[src/rtl/uram_arb_pkg.sv]
// uram_arb_pkg: shared types and the rotate-and-priority-encode helper for the URAM port arbiter
package uram_arb_pkg;
  localparam int MAX_REQ = 8;
  typedef enum logic {ST_INIT, ST_ARB} state_t;
  typedef struct packed {
    logic               vld;
    logic [MAX_REQ-1:0] who;
  } tag_t;
  // One-hot pick of the first set request at or after ptr, wrapping within the first n requesters.
  // Walking k downwards lets the k=0 candidate (ptr itself) win last, so it has top priority.
  function automatic logic [MAX_REQ-1:0] rr_pick(input logic [MAX_REQ-1:0] req, input logic [2:0] ptr, input int n);
    logic [MAX_REQ-1:0] g;
    int idx;
    g = '0;
    for (int k = MAX_REQ - 1; k >= 0; k--) begin
      idx = int'(ptr) + k;
      if (idx >= n) idx -= n;
      if (k < n && req[idx[2:0]]) g = MAX_REQ'(1) << idx[2:0];
    end
    return g;
  endfunction
endpackage

[src/rtl/uram_port_arbiter_rr_arbiter.sv]
// rr_arbiter: combinational one-hot grant with round-robin pointer; URAM_ARB_FIXED_PRIO_EN selects fixed priority (0 highest)
module rr_arbiter
  import uram_arb_pkg::*;
#(
  parameter int N = 4
) (
  input  logic         clk,
  input  logic         rst_n,
  input  logic         en,
  input  logic [N-1:0] req,
  output logic [N-1:0] grant
);
`ifdef URAM_ARB_FIXED_PRIO_EN
  logic unused_clk;
  assign unused_clk = clk ^ rst_n;
  // Lowest index wins; higher indices may starve
  always_comb grant = en ? N'(rr_pick(MAX_REQ'(req), 3'd0, N)) : '0;
`else
  logic [2:0] ptr;
  // Requester at ptr first, then ascending with wrap
  always_comb grant = en ? N'(rr_pick(MAX_REQ'(req), ptr, N)) : '0;
  // Pointer moves just past the winner; idle cycles leave it alone
  always_ff @(posedge clk or negedge rst_n)
    if (!rst_n) ptr <= '0;
    else for (int i = 0; i < N; i++) if (grant[i]) ptr <= (i == N - 1) ? 3'd0 : 3'(i + 1);
`endif
endmodule

[src/rtl/uram_port_arbiter.sv]
// uram_port_arbiter: shares one URAM port among N_REQ requesters with optional post-reset clear; URAM_ARB_FIXED_PRIO_EN picks fixed priority
module uram_port_arbiter
  import uram_arb_pkg::*;
#(
  parameter int N_REQ         = 4,
  parameter int AWIDTH        = 12,
  parameter int DWIDTH        = 32,
  parameter int RD_LAT        = 2,
  parameter int INIT_ON_RESET = 1
) (
  input  logic                    clk,
  input  logic                    rst_n,
  input  logic [N_REQ-1:0]        req_valid,
  output logic [N_REQ-1:0]        req_ready,
  input  logic [N_REQ-1:0]        req_we,
  input  logic [N_REQ*AWIDTH-1:0] req_addr,
  input  logic [N_REQ*DWIDTH-1:0] req_wdata,
  output logic [N_REQ-1:0]        rsp_valid,
  output logic [DWIDTH-1:0]       rsp_rdata,
  output logic                    init_done,
  output logic                    mem_en,
  output logic                    mem_we,
  output logic [AWIDTH-1:0]       mem_addr,
  output logic [DWIDTH-1:0]       mem_din,
  input  logic [DWIDTH-1:0]       mem_dout
);
  localparam logic [AWIDTH:0] LAST = (AWIDTH + 1)'((2 ** AWIDTH) - 1);
  state_t             state;
  logic [AWIDTH:0]    cnt;
  logic [N_REQ-1:0]   grant;
  logic               sel_we;
  logic [AWIDTH-1:0]  sel_addr;
  logic [DWIDTH-1:0]  sel_din;
  tag_t               pipe [RD_LAT+1];
  rr_arbiter #(.N(N_REQ)) u_arb (
    .clk  (clk),
    .rst_n(rst_n),
    .en   (state == ST_ARB),
    .req  (req_valid),
    .grant(grant)
  );
  assign req_ready = grant;
  assign rsp_valid = pipe[RD_LAT].vld ? N_REQ'(pipe[RD_LAT].who) : '0;
  assign rsp_rdata = mem_dout;
  // Mux the granted requester's command; grant is one-hot so OR-ing is exact
  always_comb begin
    sel_we   = 1'b0;
    sel_addr = '0;
    sel_din  = '0;
    for (int i = 0; i < N_REQ; i++) begin
      sel_we   |= grant[i] & req_we[i];
      sel_addr |= grant[i] ? req_addr[i*AWIDTH +: AWIDTH] : '0;
      sel_din  |= grant[i] ? req_wdata[i*DWIDTH +: DWIDTH] : '0;
    end
  end
  // Clear sequence then registered issue of the granted command
  always_ff @(posedge clk or negedge rst_n)
    if (!rst_n) begin
      state     <= (INIT_ON_RESET != 0) ? ST_INIT : ST_ARB;
      init_done <= (INIT_ON_RESET == 0);
      cnt       <= '0;
      mem_en    <= 1'b0;
      mem_we    <= 1'b0;
      mem_addr  <= '0;
      mem_din   <= '0;
    end else if (state == ST_INIT) begin
      mem_en   <= 1'b1;
      mem_we   <= 1'b1;
      mem_addr <= AWIDTH'(cnt);
      mem_din  <= '0;
      cnt      <= cnt + 1'b1;
      if (cnt == LAST) begin
        state     <= ST_ARB;
        init_done <= 1'b1;
      end
    end else begin
      mem_en   <= |grant;
      mem_we   <= sel_we;
      mem_addr <= sel_addr;
      mem_din  <= sel_din;
    end
  // Read tags ride alongside the URAM latency so the response lands on the right requester
  always_ff @(posedge clk or negedge rst_n)
    if (!rst_n) begin
      for (int k = 0; k <= RD_LAT; k++) pipe[k] <= '0;
    end else begin
      pipe[0] <= '{vld: (|grant) & ~sel_we, who: MAX_REQ'(grant)};
      for (int k = 1; k <= RD_LAT; k++) pipe[k] <= pipe[k-1];
    end
endmodule

[config.mk]
export PLATFORM = sky130hd
export DESIGN_NAME = uram_port_arbiter
export DESIGN_NICKNAME = d
export VERILOG_FILES = /design/src/rtl/uram_arb_pkg.sv /design/src/rtl/uram_port_arbiter_rr_arbiter.sv /design/src/rtl/uram_port_arbiter.sv
export SDC_FILE = /design/constraint.sdc
export NUM_CORES = 1
export LEC_CHECK = 0
export BUFFER_PORTS_ARGS = -buffer_cell sky130_fd_sc_hd__buf_2
export CORE_AREA = 2 2 119 121
export CTS_CLUSTER_DIAMETER = 100
export CTS_CLUSTER_SIZE = 25
export DETAILED_ROUTE_END_ITERATION = 10
export DIE_AREA = 0 0 121 123
export SYNTH_ARGS = -nofsm -noshare
export SYNTH_HDL_FRONTEND = slang
export SYNTH_SLANG_ARGS = --single-unit
[constraint.sdc]
create_clock -name clk -period 3.5 [get_ports clk]
set_input_delay 0.175 -clock clk [delete_from_list [all_inputs] [get_ports clk]]
set_output_delay 0.175 -clock clk [all_outputs]
set_load 0.01 [all_outputs]
### Word-level counts from Yosys, hierarchy flattened

Cells that the tools add are included.

| word-level totals | value |
|---|---|
| input port bits | 218 |
| output and inout bits | 87 |
| word-level logic and storage cells | 90 |
| register bits | 79 |

| cells by class | value |
|---|---|
| reduce and logical (&&, ||, !) cells | 3 |
| add/sub/neg operators | 8 |
| shift-type cells | 4 |
| mux-type cells | 36 |
| order comparisons | 8 |
| eq/ne operators | 1 |
| bitwise operators | 16 |

Operator list:

| kind | count |
|---|---|
| 32-bit two-way mux | 5 |
| 32-bit OR | 3 |
| 12-bit two-way mux | 5 |
| 12-bit OR | 3 |
| 3-bit two-way mux | 8 |
| 4-bit two-way mux | 6 |
| 3-bit by 4-bit < comparator with 1-bit output (second input constant) | 4 |
| 1-bit by 3-bit << shifter with 4-bit output (first input constant) | 4 |
| 13-bit by 1-bit adder with 13-bit output (second input constant) | 1 |
| 13-bit by 12-bit == test with 1-bit output (second input constant) | 1 |
| 1-bit binary-select mux with 3-bit select | 4 |
| 4-bit by 3-bit >= comparator with 1-bit output (second input constant) | 3 |
| 3-bit subtractor (second input constant) | 4 |
| 3-bit by 2-bit adder with 4-bit output (second input constant) | 2 |
| 1-bit two-way mux | 8 |
| 1-bit bitwise AND | 5 |
| 3-bit by 1-bit adder with 4-bit output (second input constant) | 1 |
| 4-bit nonzero test | 1 |
| 4-bit OR reduction | 1 |
| 3-bit >= comparator (second input constant) | 1 |
| 1-bit OR | 3 |
| 1-bit inverter | 2 |
| 2-bit AND reduction | 1 |

### Depth between registers and ports, before layout

Gate-level depths: netlist (run 1).

| logic depth | value |
|---|---|
| depth in word-level cells | 16 |
| mapped depth | 12 |
| gate-level depth less buffers | 9 |

### Modules after synthesis

A second synthesis (run 1) with hierarchy kept.

| second synthesis, totals | value |
|---|---|
| cell total of the unflattened synthesis | 392 |
| area total of the unflattened synthesis | 4227.8 um^2 |

Modules (own cells, without submodules):

| module | area an instance (um^2) | cells each | instances | seq. area each (um^2) |
|---|---|---|---|---|
| uram_port_arbiter | 3659.8 | 331 | 1 | 1901.8 |
| rr_arbiter | 568.0 | 61 | 1 | 50.0 |

### Least setup slack after synthesis (run 1)

OpenSTA, ideal clock, no wires.

| path | value |
|---|---|
| kind | flip-flop to flip-flop |
| start point | register u_arb.ptr[0] |
| end point | register mem_we |
| stages on the path, launching flop included | 11 |
| path slack | 0.694 ns |
| required time | 3.369 ns |
| setup time | 0.131 ns |
| period minus slack after synthesis | 2.806 ns |
| arrival time | 2.675 ns |
| path buffers | 2 |
| cell sequence | dfrtp_1 buf_6 inv_1 ha_1 or3_1 a211o_1 o2111a_1 buf_2 and2_1 a221o_1 or3b_1 |

| between the ends | value |
|---|---|
| longest elaborated chain between the ends | 15 |
| elaborated cells on any way between the ends | 40 |
| those cells by class | add/sub: 7; order compare: 4; shift: 4; mux: 18; bitwise: 7 |

Ends and longest elaborated chain:

| what | RTL line | source |
|---|---|---|
| start: declaration | uram_port_arbiter_rr_arbiter.sv:19 | `logic [2:0] ptr;` |
| start signal: assignment | uram_port_arbiter_rr_arbiter.sv:24 | `if (!rst_n) ptr <= '0;` |
| 3-bit by 2-bit adder with 4-bit output | uram_arb_pkg.sv:16 | `idx = int'(ptr) + k;` |
| 4-bit by 3-bit >= comparator with 1-bit output or 3-bit subtractor (tied branches) | uram_arb_pkg.sv:17 | `if (idx >= n) idx -= n;` |
| 3-bit two-way mux | uram_arb_pkg.sv:17 |  |
| 1-bit binary-select mux with 3-bit select | uram_arb_pkg.sv:18 | `if (k < n && req[idx[2:0]]) g = MAX_REQ'(1) << idx[2:0];` |
| 1-bit two-way mux (not written as such) | uram_arb_pkg.sv:18 |  |
| 4-bit two-way mux (3 in series) | uram_arb_pkg.sv:18 |  |
| 4-bit two-way mux (*) | uram_arb_pkg.sv:18 |  |
| 4-bit two-way mux (*) | uram_port_arbiter_rr_arbiter.sv:21 | `always_comb grant = en ? N'(rr_pick(MAX_REQ'(req), ptr, N)) : '0;` |
| 1-bit bitwise AND | uram_port_arbiter.sv:51 | `sel_we \|= grant[i] & req_we[i];` |
| 1-bit OR (2 in series) | uram_port_arbiter.sv:51 |  |
| 1-bit OR (*) | uram_port_arbiter.sv:51 |  |
| 1-bit two-way mux (*) | uram_port_arbiter.sv:66 | `end else if (state == ST_INIT) begin` |
| end signal: assignment | uram_port_arbiter.sv:78 | `mem_we <= sel_we;` |
| end: declaration | uram_port_arbiter.sv:22 | `output logic mem_we,` |

Every way passes the cells marked *; elsewhere a longest branch is shown, timed or not. The select of a mux whose other input is x is not followed.
A chain may end at the register's enable or synchronous reset.

### Final worst setup path (run 1)

| path | value |
|---|---|
| start point | register u_arb.ptr[1] |
| end point | output req_ready[1] |

| between the ends | value |
|---|---|
| longest elaborated chain between the ends | 10 |
| elaborated cells on any way between the ends | 32 |
| those cells by class | add/sub: 7; order compare: 4; shift: 4; mux: 17 |

Ends and longest elaborated chain:

| what | RTL line | source |
|---|---|---|
| 3-bit by 2-bit adder with 4-bit output | uram_arb_pkg.sv:16 |  |
| 4-bit by 3-bit >= comparator with 1-bit output or 3-bit subtractor (tied branches) | uram_arb_pkg.sv:17 |  |
| 3-bit two-way mux | uram_arb_pkg.sv:17 |  |
| 1-bit binary-select mux with 3-bit select | uram_arb_pkg.sv:18 |  |
| 1-bit two-way mux (not written as such) | uram_arb_pkg.sv:18 |  |
| 4-bit two-way mux (3 in series) | uram_arb_pkg.sv:18 |  |
| 4-bit two-way mux (*) | uram_arb_pkg.sv:18 |  |
| 4-bit two-way mux (*) | uram_port_arbiter_rr_arbiter.sv:21 |  |
| end: declaration | uram_port_arbiter.sv:14 | `output logic [N_REQ-1:0] req_ready,` |

Marks and branches as above.

==> qor.yml, run 1 <==
detailed_routing:
  wl_per_cell_um: 17.67
  drt-initial-drc-count: 376
  via_count: 3980
  drtAntennaViolNets: 0
  dr.pass1.iters: 7
  wl_mm: 13.82
  drc: 0
  viasPerCell: 5.090
pwr:
  p_sw_frac: 0.2218
  intPower_mw: 1.616
  peakVddDrop_v: 0.0002486
  clock_power_share: 0.489
  seq_power_share: 0.434
  powerDensity_mw_per_mm2: 378.8
  total_leakage_power_nw: 2.980
  switching_power_mw: 0.4604
  combPwrFrac: 0.077
timing:
  setup_tns_ps: 0
  timing_hold_violations_final: 8
  worstMarginPinSlew_ps: 1019
  report.final.slew_viol_count: 0
  layout_setup_ws_ps: 193.5
  finalSetupViolCount: 0
  max_freq_ghz: 0.3024
  fin_crit_sh: 0.9447
  timing.hold.ws_ps: -35.69
  slew_headroom: 0.3209
  rsz0062_at_grt: "false"
  min_period_ps: 3306
  skew_ps: 8.540
setup_path:
  worstPathArrival_ps: 3130
  worstSetupPathType: "reg2out"
  reg2reg_depth: 9
  rrSetupSlack_ps: 280
  r2r-end: "mem_we"
  end_kind: "output port"
  reg2reg_from: "u_arb.ptr[1]"
  cp_data_required_time_ps: 3320
  worstSetupStartpointType: "flip-flop"
  startpoint: "u_arb.ptr[1]"
  path_max_fanout: 38
synth:
  synth_edf_count: 0
  synth_seq_area_share: 0.4889
  syn_nets: 619
  ys_ff_latch: 78
  synth_cell_type_count: 50
  yosys_warnings: 0
  async_flop_share: 1.000
  syn_area_per_cell_um2: 10.11
  syn-cell-area_mm2: 0.003993
  synthFlopType: "dfrtp_1"
  synth_cells: 395
final_layout:
  diodes: 0
  nets: 821
  final_common_cell: "buf_2"
  fin_util: 0.4026
  final_cell_count_no_fill: 782
  fin_area_mm2: 0.005480
  syn_to_final_growth_pct: 37.26
  fillers: 1365
  final_cell_mix: "239 x buf_2, 95 x nand2_1, 77 x dfrtp_1"
  layout-drive-gt1-share: 0.4568
global_route:
  track_usage: 0.1795
  grt_remaining_overflow: 0
  grt_first_pass_wirelength_mm: 20.44
  grt_start_max_net_pins: 79
  grt_pass1_vias: 3866
  antenna_found_initial: 0
die:
  initial_core_util: 0.2933
  ioPinCount: 305
  fp.dieW_um: 121
  rows: 43
  design.core.area_mm2: 0.01361
  die_h_um: 123
  die-area_mm2: 0.01488
cts:
  cts_root_buffer: "clkbuf_16"
  htreeDepth: 3
  clk_pin_slew_ps: 60
  cts_hold_buf: 0
  cts_buffer_depth: 2
  cts_tree: "built"
  cts.sinks: 78
  clk_latency_ps: 340
  numCtsBuffers: 9
placed_design:
  place_congestion: 0.8935
  dp_slack_ps: 198.0
  io_buffers: 240
  dpl.cell_count: 766
  dpl.hpwl_mm: 10.60
  dpl_cell_area_mm2: 0.005150
min_path:
  hold_path_class: "in2async"
flow_run:
  cap_violations: 0
outcome:
  status: "complete, but fails checks"
  violations: "negative hold slack"
## power groups by stage
stage	Sequential (mW)	Combinational, mW	Clock (mW)
2_1_floorplan	0.919	0.0645	0
3_3_place_gp	0.918	0.157	0
3_5_place_dp	0.918	0.160	0
4_1_cts	0.901	0.160	1.05
5_1_grt	0.901	0.176	1.09
6_report	0.902	0.159	1.02
## state kept, by name (all words and copies together), names as in the netlist
name and count:
mem_din 32, pipe 15, cnt 13, mem_addr 12, u_arb.ptr 2, init_done 1
mem_en 1, mem_we 1, state 1
## critical path, cell delays in order (launching register included)
cell	delay (ps)
dfrtp_1	440
clkinv_1	230
ha_1	450
mux4_2	370
o211a_1	180
a221oi_1	490
o31ai_4	120
buf_4	290
buf_2	200
## worst max path at each step
| stage | endpoint | slack (ps) | depth (start not counted) |
|---|---|---|---|
| finish | req_ready[1] | 190 | 8 |
| floorplan | mem_we | 690 | 10 |
| global placement | mem_we | 350 | 9 |
| global route | req_ready[3] | 1 | 9 |
| detailed placement | mem_we | 200 | 9 |
| CTS | req_ready[3] | 140 | 9 |
## through the flow
stage               power (mW)  hold slack [ps]
floorplan               0.9830           -120.6
global placement         1.075            332.4
detailed placement       1.078            334.7
CTS                      2.111            10.07
global route             2.165            23.91
finish                   2.076           -35.69
## final cells by class
type	count	area, um2	share of cell area
clock buffer	9	225.2	0.04110
clock inverter	7	97.59	0.01781
inverter	4	15.01	0.002740
multi-input combinational	256	1694	0.3091
sequential	78	1953	0.3564
tap	180	225.2	0.04110
timing repair buffer	248	1270	0.2317
## cells by family after synthesis
| logic type | share of synthesized area |
|---|---|
| adders and majority gates | 0.01880 |
| DFF | 0.4889 |
| buffers and inverters | 0.09057 |
| xor gates and xnor gates | 0.02633 |
| muxes | 0.03196 |
| and+or+nand+nor | 0.1673 |
| AOI/OAI and AO/OA | 0.1761 |
## cells in the mapped netlist, types with 3 or more instances
cell type | instances | area share
xnor2_1 | 9 | 0.020
a222oi_1 | 32 | 0.080
buf_4 | 32 | 0.060
dfrtp_1 | 78 | 0.49
a22oi_1 | 12 | 0.023
nor3_1 | 4 | 0.0050
clkbuf_1 | 17 | 0.016
nand2b_1 | 6 | 0.0094
o211a_1 | 3 | 0.0075
and3_1 | 3 | 0.0047
nand2_1 | 95 | 0.089
nor2_1 | 16 | 0.015
nor2b_1 | 3 | 0.0047
and2_1 | 7 | 0.011
xor2_1 | 3 | 0.0066
a41oi_1 | 11 | 0.024
nand3_1 | 6 | 0.0075
buf_2 | 4 | 0.0050
inv_1 | 3 | 0.0028
a221oi_1 | 3 | 0.0066
a21oi_1 | 4 | 0.0050
ha_1 | 6 | 0.019
buf_1 | 3 | 0.0028
## repair_timing
item,4_1_cts,5_1_grt
setup endpoints to repair,1,1
resized for setup,1,2
setup buffers,0,0
## metal layers
metal,up-vias,part of all wire,global-route usage
li1,1816,-,-
met2,209,0.50,0.2879
met1,1915,0.38,0.2198
met4,0,0.036,0.09811
met5,-,0,0
met3,40,0.082,0.04889
(Power assumes the default switching activity.)
==> inputs of run 2 (changes only) <==
--- a/config.mk
+++ b/config.mk
@@ -11,6 +11,7 @@
 export CTS_CLUSTER_SIZE = 25
 export DETAILED_ROUTE_END_ITERATION = 10
 export DIE_AREA = 0 0 121 123
+export MAX_ROUTING_LAYER = met4
 export SYNTH_ARGS = -nofsm -noshare
 export SYNTH_HDL_FRONTEND = slang
 export SYNTH_SLANG_ARGS = --single-unit
==> constraint.sdc (replaced) <==
create_clock -name clk -period 3 [get_ports clk]
set_input_delay 0.15 -clock clk [delete_from_list [all_inputs] [get_ports clk]]
set_output_delay 0.15 -clock clk [all_outputs]
set_load 0.01 [all_outputs]
==> run 2 against run 1 <==
Against the previous run: the flow still finishes with violations (negative hold slack); register-to-register slack got worse by 170 ps; count of clock-buffer cells in the layout stayed put; final area is 5.0% higher; combinational power grew 31%; core utilization rose by 2.0 points; sequential power is 16% higher; first-iteration DRC count fell by 7.7%; non-clock buffer count increased by 26; critical path depth grew 2; setup slack got worse by 81 ps; die area stayed put.
==> qor.yml, run 2 (same netlist as run 1, synthesis figures left out) <==
die:
  design.core.area_mm2: 0.01361
  die_h_um: 123
  die-area_mm2: 0.01488
  fp.dieW_um: 121
  rows: 43
  ioPinCount: 305
  initial_core_util: 0.2933
global_route:
  antenna_found_initial: 2
  grt_pass1_vias: 4051
  track_usage: 0.1907
  grt_first_pass_wirelength_mm: 21.02
  grt_remaining_overflow: 0
  grt_start_max_net_pins: 79
pwr:
  clock_power_share: 0.484
  switching_power_mw: 0.5441
  power_mw: 2.445
  p_sw_frac: 0.2225
  seq_power_share: 0.430
  intPower_mw: 1.901
  powerDensity_mw_per_mm2: 424.8
  combPwrFrac: 0.085
  peakVddDrop_v: 0.0002120
  total_leakage_power_nw: 3.113
placed_design:
  dpl.hpwl_mm: 10.79
  place_congestion: 0.9120
  io_buffers: 240
timing:
  worstMarginPinSlew_ps: 991.4
  fin_crit_sh: 0.9625
  slew_headroom: 0.3390
  finalSetupViolCount: 0
  report.final.slew_viol_count: 0
  timing.hold.ws_ps: -25.06
  skew_ps: 9.012
  min_period_ps: 2888
  timing_hold_violations_final: 37
  max_freq_ghz: 0.3463
cts:
  htreeDepth: 3
  clk_latency_ps: 340
  cts_tree: "built"
  cts.sinks: 78
  cts_buffer_depth: 2
  numCtsBuffers: 9
  clk_pin_slew_ps: 60
  cts_root_buffer: "clkbuf_16"
final_layout:
  final_cell_mix: "239 x buf_2, 95 x nand2_1, 77 x dfrtp_1"
  top_regs: "mem_din: 32 flops, pipe: 15 flops, cnt: 13 flops"
  final_common_cell: "buf_2"
  nets: 847
  fillers: 1357
  syn_to_final_growth_pct: 44.19
  regMostFlops: "mem_din"
  fin_util: 0.4229
  layout-drive-gt1-share: 0.4586
  largest_reg_flops: 32
setup_path:
  worstSetupStartpointType: "flip-flop"
  reg2reg_depth: 10
  path_max_fanout: 6
  worstPathArrival_ps: 3100
  worstSetupPathType: "reg2reg"
  cp_data_required_time_ps: 3210
  end_kind: "flip-flop"
detailed_routing:
  viasPerCell: 5.038
  drtAntennaViolNets: 0
  via_count: 4081
  wl_mm: 14.32
  dr.pass1.iters: 6
  drt-initial-drc-count: 347
  drc: 0
  wl_per_cell_um: 17.68
outcome:
  status: "complete, but fails checks"
  violations: "negative hold slack"
min_path:
  hold_path_class: "in2async"
flow_run:
  cap_violations: 0
run 2: cell types whose count changed in the layout (fill, tap and decap cells not counted), moves of 2 or more:
cell,previous run,this run
buf_4,8,17
a221oi_1,3,1
a221oi_2,0,2
clkinv_4,1,3
diode_2,0,2
dlygate4sd3_1,0,17
run 2: path summary, 6_finish.rpt:
| check | start | endpoint | slack (ps) |
|---|---|---|---|
| setup / recovery | u_arb.ptr[0] | mem_we | 110 |
| hold / removal | rst_n | mem_addr[4] | -30 |
| setup reg to reg | u_arb.ptr[0] | mem_we | 110 |
| hold reg to reg | pipe[17] | pipe[8] | 350 |
| max in group asynchronous | rst_n | u_arb.ptr[1] | 2330 |
| min in group clk | req_wdata[59] | mem_din[27] | 20 |
run 2: layer usage:
metal,track usage,part of all wire,vias up
li1,-,-,1874
met1,0.2175,0.39,1981
met2,0.3065,0.51,195
met3,0.06135,0.071,31
met4,0.08794,0.027,0
met5,-,0,-
run 2: worst max-delay path, stage by stage, from the launching register on:
cell and delay, ps:
dfrtp_1 440, inv_1 90, ha_1 240, or2_2 340, o22ai_4 210, nand4bb_1 220
a221oi_2 90, a31o_2 280, buf_4 140, a221o_1 350, or3b_1 340
run 2: repair_timing:
| item | CTS | global route |
|---|---|---|
| setup buffers | 0 | 3 |
| pin swaps | 0 | 1 |
| endpoints found under the setup margin | 1 | 14 |
| endpoints found under the hold margin | 17 | 0 |
| hold buffers | 17 | 0 |
| resized for setup | 2 | 4 |
run 2: stage by stage:
| stage | hold slack, ps | worst slack (ps) | std cells | setup TNS (ps) | area (um2) |
|---|---|---|---|---|---|
| after detailed placement | 300.1 | 138.5 | 772 | 0 | 5207 |
| final | -25.06 | 112.5 | 810 | 0 | 5757 |
| after CTS | 0.2916 | 34.75 | 805 | 0 | 5708 |
| after global placement | 300.1 | 269.7 | 772 | 0 | 5207 |
| after global routing | 14.88 | -43.01 | 810 | -101.0 | 5757 |
| after floorplan | -145.6 | 193.8 | 395 | 0 | 3993 |
run 2: cell type report:
type | count | area [um2] | share of cell area
flip-flops and latches | 78 | 1953 | 0.3393
multi-input cells | 256 | 1720 | 0.2988
repair buffers | 274 | 1514 | 0.2630
clock buffers | 9 | 225.2 | 0.03912
well taps | 180 | 225.2 | 0.03912
clock inverters | 7 | 98.84 | 0.01717
inverters | 4 | 15.01 | 0.002608
diodes | 2 | 5.005 | 0.0008694
run 2: power by group through the flow:
stage          sequential (mW)  combinational, mW  clock [mW]
3_5_place_dp              1.07              0.187           0
3_3_place_gp              1.07              0.185           0
2_1_floorplan             1.07             0.0753           0
6_report                  1.05              0.209        1.18
5_1_grt                   1.05              0.229        1.26
4_1_cts                   1.05              0.206        1.21
